$ cat src/rtl/multicycle_ctrl.sv
// rtl/multicycle_ctrl.sv - multi-cycle RV32I control FSM (FETCH/DECODE/EXEC/MEM/WB/TRAP)
//
// Ports:
//   clk, reset            rising-edge clock, synchronous active-low reset
//   opcode/funct3/funct7_5 instruction fields from IR, valid the cycle after ir_write
//   mem_ready             completes the pending imem_req / MemRead / MemWrite
//   imem_req, ir_write    instruction fetch request and IR load (ir_write = fetch acked)
//   pc_write, branch      PC commit and branch enable
//   MemRead, MemWrite     data memory request, held until mem_ready
//   MemToReg, ALUSrc      writeback mux and ALU operand-B mux selects
//   RegWrite, ALU_op      register file write enable and ALU operation
//   trap, trap_cause      sticky trap flag and cause (1 illegal, 2 fetch timeout, 3 mem timeout)
//   instret               retired-instruction counter, wraps
module multicycle_ctrl #(
    parameter int MEM_TIMEOUT = 255,
    parameter int CNT_W       = 32
) (
    input  logic             clk,
    input  logic             reset,
    input  logic [6:0]       opcode,
    input  logic [2:0]       funct3,
    input  logic             funct7_5,
    input  logic             mem_ready,
    output logic             imem_req,
    output logic             ir_write,
    output logic             pc_write,
    output logic             branch,
    output logic             MemRead,
    output logic             MemWrite,
    output logic             MemToReg,
    output logic             ALUSrc,
    output logic             RegWrite,
    output logic [3:0]       ALU_op,
    output logic             trap,
    output logic [1:0]       trap_cause,
    output logic [CNT_W-1:0] instret
);

    typedef enum logic [2:0] {
        S_FETCH  = 3'd0,
        S_DECODE = 3'd1,
        S_EXEC   = 3'd2,
        S_MEM    = 3'd3,
        S_WB     = 3'd4,
        S_TRAP   = 3'd5
    } state_t;

    typedef enum logic [2:0] {
        C_R      = 3'd0,
        C_I      = 3'd1,
        C_LOAD   = 3'd2,
        C_STORE  = 3'd3,
        C_BRANCH = 3'd4,
        C_JAL    = 3'd5,
        C_JALR   = 3'd6,
        C_ILL    = 3'd7
    } cls_t;

    localparam logic [3:0] ALU_ADD  = 4'd0;
    localparam logic [3:0] ALU_SUB  = 4'd1;
    localparam logic [3:0] ALU_AND  = 4'd2;
    localparam logic [3:0] ALU_OR   = 4'd3;
    localparam logic [3:0] ALU_XOR  = 4'd4;
    localparam logic [3:0] ALU_SLL  = 4'd5;
    localparam logic [3:0] ALU_SRL  = 4'd6;
    localparam logic [3:0] ALU_SRA  = 4'd7;
    localparam logic [3:0] ALU_SLT  = 4'd8;
    localparam logic [3:0] ALU_SLTU = 4'd9;

    // Last wait cycle allowed without mem_ready; a ready on this cycle still completes.
    localparam logic [7:0] WAIT_LIMIT = 8'(MEM_TIMEOUT - 1);

    function automatic cls_t classify(input logic [6:0] op);
        cls_t c;
        case (op)
            7'b0110011: c = C_R;
            7'b0010011: c = C_I;
            7'b0000011: c = C_LOAD;
            7'b0100011: c = C_STORE;
            7'b1100011: c = C_BRANCH;
            7'b1101111: c = C_JAL;
            7'b1100111: c = C_JALR;
            default:    c = C_ILL;
        endcase
        return c;
    endfunction

    // funct7_5 only means SUB for register-register ops; for OP-IMM it is an immediate bit,
    // except on the shift-right encoding where it selects arithmetic shift.
    function automatic logic [3:0] alu_decode(input logic [2:0] f3, input logic f7, input logic is_r);
        logic [3:0] a;
        case (f3)
            3'b000:  a = (is_r && f7) ? ALU_SUB : ALU_ADD;
            3'b001:  a = ALU_SLL;
            3'b010:  a = ALU_SLT;
            3'b011:  a = ALU_SLTU;
            3'b100:  a = ALU_XOR;
            3'b101:  a = f7 ? ALU_SRA : ALU_SRL;
            3'b110:  a = ALU_OR;
            default: a = ALU_AND;
        endcase
        return a;
    endfunction

    state_t           state, state_next;
    logic [6:0]       opcode_q;
    logic [2:0]       funct3_q;
    logic             funct7_q;
    logic [7:0]       wait_cnt;
    logic [1:0]       trap_cause_q;
    logic [1:0]       cause_next;
    logic [CNT_W-1:0] instret_q;
    cls_t             cls_q;

    assign cls_q      = classify(opcode_q);
    assign trap_cause = trap_cause_q;
    assign instret    = instret_q;

    always_ff @(posedge clk) begin
        if (!reset) begin
            state        <= S_FETCH;
            opcode_q     <= 7'd0;
            funct3_q     <= 3'd0;
            funct7_q     <= 1'b0;
            wait_cnt     <= 8'd0;
            trap_cause_q <= 2'd0;
            instret_q    <= '0;
        end else begin
            state <= state_next;
            if (state == S_DECODE) begin
                opcode_q <= opcode;
                funct3_q <= funct3;
                funct7_q <= funct7_5;
            end
            // Counts consecutive un-acked cycles; any state change or ack restarts it.
            if ((state == S_FETCH || state == S_MEM) && state_next == state && !mem_ready) begin
                wait_cnt <= wait_cnt + 8'd1;
            end else begin
                wait_cnt <= 8'd0;
            end
            if (state != S_TRAP && state_next == S_TRAP) begin
                trap_cause_q <= cause_next;
            end
            if (pc_write) begin
                instret_q <= instret_q + CNT_W'(1);
            end
        end
    end

    always_comb begin
        state_next = state;
        cause_next = 2'd0;
        imem_req   = 1'b0;
        ir_write   = 1'b0;
        pc_write   = 1'b0;
        branch     = 1'b0;
        MemRead    = 1'b0;
        MemWrite   = 1'b0;
        MemToReg   = 1'b0;
        ALUSrc     = 1'b0;
        RegWrite   = 1'b0;
        ALU_op     = ALU_ADD;
        trap       = 1'b0;
        // Every strobe is forced low while reset is held, including mid-access.
        if (reset) begin
            case (state)
                S_FETCH: begin
                    imem_req = 1'b1;
                    if (mem_ready) begin
                        ir_write   = 1'b1;
                        state_next = S_DECODE;
                    end else if (wait_cnt == WAIT_LIMIT) begin
                        state_next = S_TRAP;
                        cause_next = 2'd2;
                    end
                end
                S_DECODE: begin
                    if (classify(opcode) == C_ILL) begin
                        state_next = S_TRAP;
                        cause_next = 2'd1;
                    end else begin
                        state_next = S_EXEC;
                    end
                end
                S_EXEC: begin
                    case (cls_q)
                        C_R: begin
                            ALU_op     = alu_decode(funct3_q, funct7_q, 1'b1);
                            state_next = S_WB;
                        end
                        C_I: begin
                            ALUSrc     = 1'b1;
                            ALU_op     = alu_decode(funct3_q, funct7_q, 1'b0);
                            state_next = S_WB;
                        end
                        C_LOAD, C_STORE: begin
                            ALUSrc     = 1'b1;
                            state_next = S_MEM;
                        end
                        C_BRANCH: begin
                            branch     = 1'b1;
                            ALU_op     = ALU_SUB;
                            pc_write   = 1'b1;
                            state_next = S_FETCH;
                        end
                        C_JAL, C_JALR: begin
                            ALUSrc     = 1'b1;
                            RegWrite   = 1'b1;
                            pc_write   = 1'b1;
                            state_next = S_FETCH;
                        end
                        default: begin
                            state_next = S_TRAP;
                            cause_next = 2'd1;
                        end
                    endcase
                end
                S_MEM: begin
                    ALUSrc = 1'b1;
                    if (cls_q == C_LOAD) begin
                        MemRead = 1'b1;
                    end else begin
                        MemWrite = 1'b1;
                    end
                    if (mem_ready) begin
                        if (cls_q == C_LOAD) begin
                            state_next = S_WB;
                        end else begin
                            pc_write   = 1'b1;
                            state_next = S_FETCH;
                        end
                    end else if (wait_cnt == WAIT_LIMIT) begin
                        state_next = S_TRAP;
                        cause_next = 2'd3;
                    end
                end
                S_WB: begin
                    RegWrite   = 1'b1;
                    MemToReg   = (cls_q == C_LOAD);
                    pc_write   = 1'b1;
                    state_next = S_FETCH;
                end
                S_TRAP: begin
                    trap = 1'b1;
                end
                default: begin
                    state_next = S_FETCH;
                end
            endcase
        end
    end

endmodule

$ cat config.mk
export PLATFORM = sky130hd
export DESIGN_NAME = multicycle_ctrl
export DESIGN_NICKNAME = d
export VERILOG_FILES = /design/src/rtl/multicycle_ctrl.sv
export SDC_FILE = /design/constraint.sdc
export NUM_CORES = 1
export LEC_CHECK = 0
export ABC_CLOCK_PERIOD_IN_PS = 5700
export CORE_UTILIZATION = 35
export CTS_BUF_LIST = sky130_fd_sc_hd__clkbuf_2
export DETAILED_ROUTE_END_ITERATION = 7
export GPL_TIMING_DRIVEN = 0
export PLACE_DENSITY = 0.69
export SLEW_MARGIN = 10
export SYNTH_ARGS = -nofsm -noshare
export SYNTH_HDL_FRONTEND = slang
export SYNTH_SLANG_ARGS = --single-unit
$ cat constraint.sdc
create_clock -name clk -period 5.7 [get_ports clk]
set_clock_uncertainty 0.1 [all_clocks]
set_input_delay 1.71 -clock clk [delete_from_list [all_inputs] [get_ports clk]]
set_output_delay 1.71 -clock clk [all_outputs]
set_load 0.05 [all_outputs]
* Word level (Yosys, flattened, before mapping)
Cells that the tools add are included.
Word-level totals: register bits 56, memories kept 0, bits in read-only memories 0, input bits 14, latch bits 0, bits in writable memories 0, output and inout port bits 48, word-level logic and storage cells 114
Operators by class: bitwise logic cells 0, multiply operators 0, equality and inequality tests 36, magnitude comparators 0, reduce and logical (&&, ||, !) cells 15, add/subtract/negate cells 2, divide/modulo/power cells 0, shift operators 0, mux-type cells 54
Operators with widths (count):
- 4-bit one-hot mux with 7 select lines | 2
- 7-bit equality test (second input constant) | 6
- 3-bit one-hot mux with 7 select lines | 2
- 32-bit by 1-bit adder with 32-bit output (second input constant) | 1
- 3-bit equality test (second input constant) | 10
- 1-bit 2-to-1 mux | 29
- 7-bit by 6-bit equality test with 1-bit output (second input constant) | 4
- 3-bit 2-to-1 mux | 8
- 3-bit by 2-bit equality test with 1-bit output (second input constant) | 6
- 3-bit one-hot mux with 5 select lines | 1
- 7-bit by 2-bit equality test with 1-bit output (second input constant) | 2
- 7-bit by 5-bit equality test with 1-bit output (second input constant) | 2
- 4-bit one-hot mux with 3 select lines | 1
- 3-bit by 1-bit equality test with 1-bit output (second input constant) | 3
- 3-bit logical NOT | 3
- 3-bit one-hot mux with 3 select lines | 1
- 8-bit by 1-bit adder with 8-bit output (second input constant) | 1
- 8-bit equality test (second input constant) | 1
- 2-bit 2-to-1 mux | 4
- 4-bit 2-to-1 mux | 2
- 2-bit one-hot mux with 4 select lines | 1
- 7-bit OR reduction | 1
- 2-bit OR reduction | 3
- 5-bit OR reduction | 1
- other kinds (9) | 12

* Depth between registers and ports, before layout
word-level depth 12, gate-level depth with buffers 11, gate-level depth less buffers 10

* Least setup slack after synthesis
Ideal clock, no wire load.
kind input-to-output, start point input reset, end point output imem_req, cell stages on the path 3, data arrival time 3.631 ns, path slack 0.259 ns, required time 3.890 ns, cell sequence clkbuf_1 -> clkinv_1 -> nor4_1
On the way: word-level cells in the longest chain between the ends 1
Ends and longest elaborated chain:
- start: declaration | line 19 | input logic reset,
- 1-bit 2-to-1 mux | line 165 | if (reset) begin
- end: declaration | line 24 | output logic imem_req,
Every way passes these cells.

* Worst setup path after layout
start point input reset, end point output MemToReg
On the way: word-level cells in the longest chain between the ends 1
Ends and longest elaborated chain:
- 1-bit 2-to-1 mux | line 165
- end: declaration | line 30 | output logic MemToReg,
Every way passes these cells.

==> impl_metrics.ini <==
[outcome]
status = finished clean

[clocking]
ctsHoldBuffers = 0
htreeDepth = 2
postCtsSetupBuffers = 0
cts_max_path_buffers = 2
cts_tree = built
ctsResizeCount = 13
clkTransAtPathRegs_ns = 0.29
cts_sinks = 56
cts_root_buffer = clkbuf_2
insertion_delay_ns = 0.49
numCtsBuffers = 5

[place]
portBuffers = 61
dp_hpwl_microns = 5790
place_ws_ns = -0.582
gp_congestion = 0.876

[setup_path]
cp_cell_sequence = clkdlybuf4s50_1 > buf_2 > clkinvlp_4 > nor2_1 > nand2_1 > nor3_1 > clkdlybuf4s18_2
r2r_cells = 10
start_kind = input port
rrSetupSlack_ns = 2.83
critPathCaptureType = primary output
worst-path-buf-inv = 4
rr_startpoint = opcode_q[2]$_SDFFE_PN0N_
crit_type = in2out
cp.required_ns = 3.89
worstPathMaxFanout = 10
crit_cells = 7
crit_arrival_ns = 3.79
endpoint = MemToReg
timing.rr.end = trap_cause[1]$_SDFFE_PN0P_
worst_path_largest_cell_delay_ns = 0.60
path_delay_family = buffers and inverters
setup.worst_path.start = reset
critPathSlowestCell = clkdlybuf4s50_1

[synthesis]
synth.avg_cell_area_sq_um = 8.42
yosys.area.top_type = dfxtp_1
synthFlopType = dfxtp_1
seq_area_frac_synth = 0.362
synthCells = 368
synthTopCellsByArea = dfxtp_1 36%, nor2_1 7.0%, xor2_1 6.2%
synth_edf_count = 0
ys_types = 62
yosysWarnings = 0
synth_seq_cells = 56
syn-num-nets = 386
yosysTopAreaCellShare = 0.362
netlist_area_sq_mm = 0.00310
async_flop_share = 0

[floorplan]
core_area_sq_mm = 0.00838
top_level_ports = 62
fp.dieArea_sq_mm = 0.00923
die-height_microns = 96.1
rows = 33
initial_core_util = 0.369
die_w_microns = 96.1

[global_routing]
grt_start_max_net_pins = 18
antenna_found_initial = 0
grt_use_total = 0.175
grt_pass1_vias = 2682
grt_overflow = 0
grt_pass1_wl_microns = 12600

[finish]
final_common_cell = nor2_1
nets = 454
multi_input_area_sq_mm = 0.00183
regArea_sq_mm = 0.00112
area_growth_pct = 26.5
fill_cells = 834
drive_above_1_share = 0.0961
final_cell_mix = 58 x nor2_1, 56 x dfxtp_1, 52 x clkdlybuf4s50_1
antenna-diode-count = 0

[pwr]
combPwrFrac = 0.162
switchingPower_uw = 222
p_clk_frac = 0.289
ir_drop_v = 0.0000887
p_sw_frac = 0.296
intPower_uw = 530
p_leak_nw = 1.44
seq_power_share = 0.549
power.density_mw_per_mm2 = 192

[route]
drt-pass1-iter-count = 4
viasPerCell = 5.46
wl_microns = 7820
ant_nets = 0
drc_errors = 0
drtIter0Drc = 78
wl_per_cell_microns = 14.4
vias = 2957

[sta]
worst_pin_slew_ns = 0.897
setup_ws_ns = 0.0963
finalHoldViolCount = 0
min_period_ns = 5.60
slew_violations = 0
slew_headroom = 0.397
hold_slack_ns = 0.397
finalSetupTns_ns = 0
rsz0062_at_grt = no
post-route-period-util = 0.983
setup_viol = 0
fmax_mhz = 178

[job]
max_cap_viol_count = 0

[min_path]
min_path_type = reg2reg
==> routing by layer <==
| metal | vias up | track usage | share of wire |
|---|---|---|---|
| met2 | 93 | 0.277 | 0.46 |
| met5 | - | 0 | 0 |
| li1 | 1464 | - | - |
| met3 | 8 | 0.0284 | 0.046 |
| met4 | 0 | 0.0522 | 0.011 |
| met1 | 1392 | 0.242 | 0.49 |
==> state kept, by name (all words and copies together) (netlist names) <==
name,cells
instret,32
wait_cnt,8
opcode_q,7
funct3_q,3
state,3
trap_cause,2
funct7_q,1
==> how the worst min path moves through the flow <==
stage	from	end	slack (ns)	cells past startpoint
finish	instret[31]$_SDFFE_PN0P_	instret[31]$_SDFFE_PN0P_	0.40	2
global route	instret[31]$_SDFFE_PN0P_	instret[31]$_SDFFE_PN0P_	0.43	2
CTS	instret[31]$_SDFFE_PN0P_	instret[31]$_SDFFE_PN0P_	0.40	2
detailed placement	wait_cnt[0]$_SDFF_PN0_	wait_cnt[0]$_SDFF_PN0_	0.37	1
global placement	wait_cnt[0]$_SDFF_PN0_	wait_cnt[0]$_SDFF_PN0_	0.36	1
floorplan	wait_cnt[0]$_SDFF_PN0_	wait_cnt[0]$_SDFF_PN0_	0.34	1
==> power by group through the flow <==
stage	combinational [mW]	clock [mW]	sequential, mW
detailed placement	0.122	0	0.419
finish	0.122	0.217	0.413
global placement	0.120	0	0.419
floorplan	0.0815	0	0.422
CTS	0.121	0.223	0.413
global route	0.133	0.234	0.415
==> cell families after synthesis <==
group | Yosys count | synth area share
and+or+nand+nor | 180 | 0.322
adders and majority gates | 4 | 0.0162
buffers and inverters | 29 | 0.0457
DFF | 56 | 0.362
muxes | 11 | 0.0356
xor gates and xnor gates | 29 | 0.0820
AOI/OAI and AO/OA | 59 | 0.137
==> through the flow <==
step	instance area, sq um	power (mW)	std cells	utilization
after floorplan	3100	0.503	368	-
after global placement	3840	0.539	534	0.458
after detailed placement	3840	0.541	534	0.458
after CTS	3910	0.757	542	0.466
after global routing	3920	0.782	542	0.467
final	3920	0.752	542	0.467
==> tightest hold or removal path: stages, from the launching register on <==
cell and delay (ns):
dfxtp_1 0.39, o31ai_1 0.06, a21oi_1 0.05
==> final cells by class <==
cell class | count | share of cell area
multi-input cells | 283 | 0.468
flip-flops and latches | 56 | 0.286
well taps | 105 | 0.0335
repair buffers | 61 | 0.157
inverters | 12 | 0.0131
clock inverters | 2 | 0.00990
plain buffers | 17 | 0.0243
clock buffers | 6 | 0.00767
==> cells in the mapped netlist (2+ instances only) <==
cell       number
nor3b_1         2
nand2b_1        4
nor2b_1         4
nor3_1          6
nand2_1        20
o2111ai_1       3
xor2_1         22
and4_1          2
o31ai_1         8
a221oi_1        3
o211ai_1        3
inv_1          10
o21ai_0        10
or4_1           5
xnor2_1         7
nand4b_1        3
a311oi_2        2
a21oi_1        13
dfxtp_1        56
a41oi_1         3
buf_2           9
and3_1          5
nand3_1        22
and2_1          9
buf_6           2
ha_1            4
and4bb_2        2
mux2i_1        11
or3_1           8
clkbuf_1        5
nand3_2         2
o21a_1          3
nand4_1        12
nor2_1         58
nor4_1          2
and3b_1         2
Note: power is estimated with default switching activity, not from simulation.
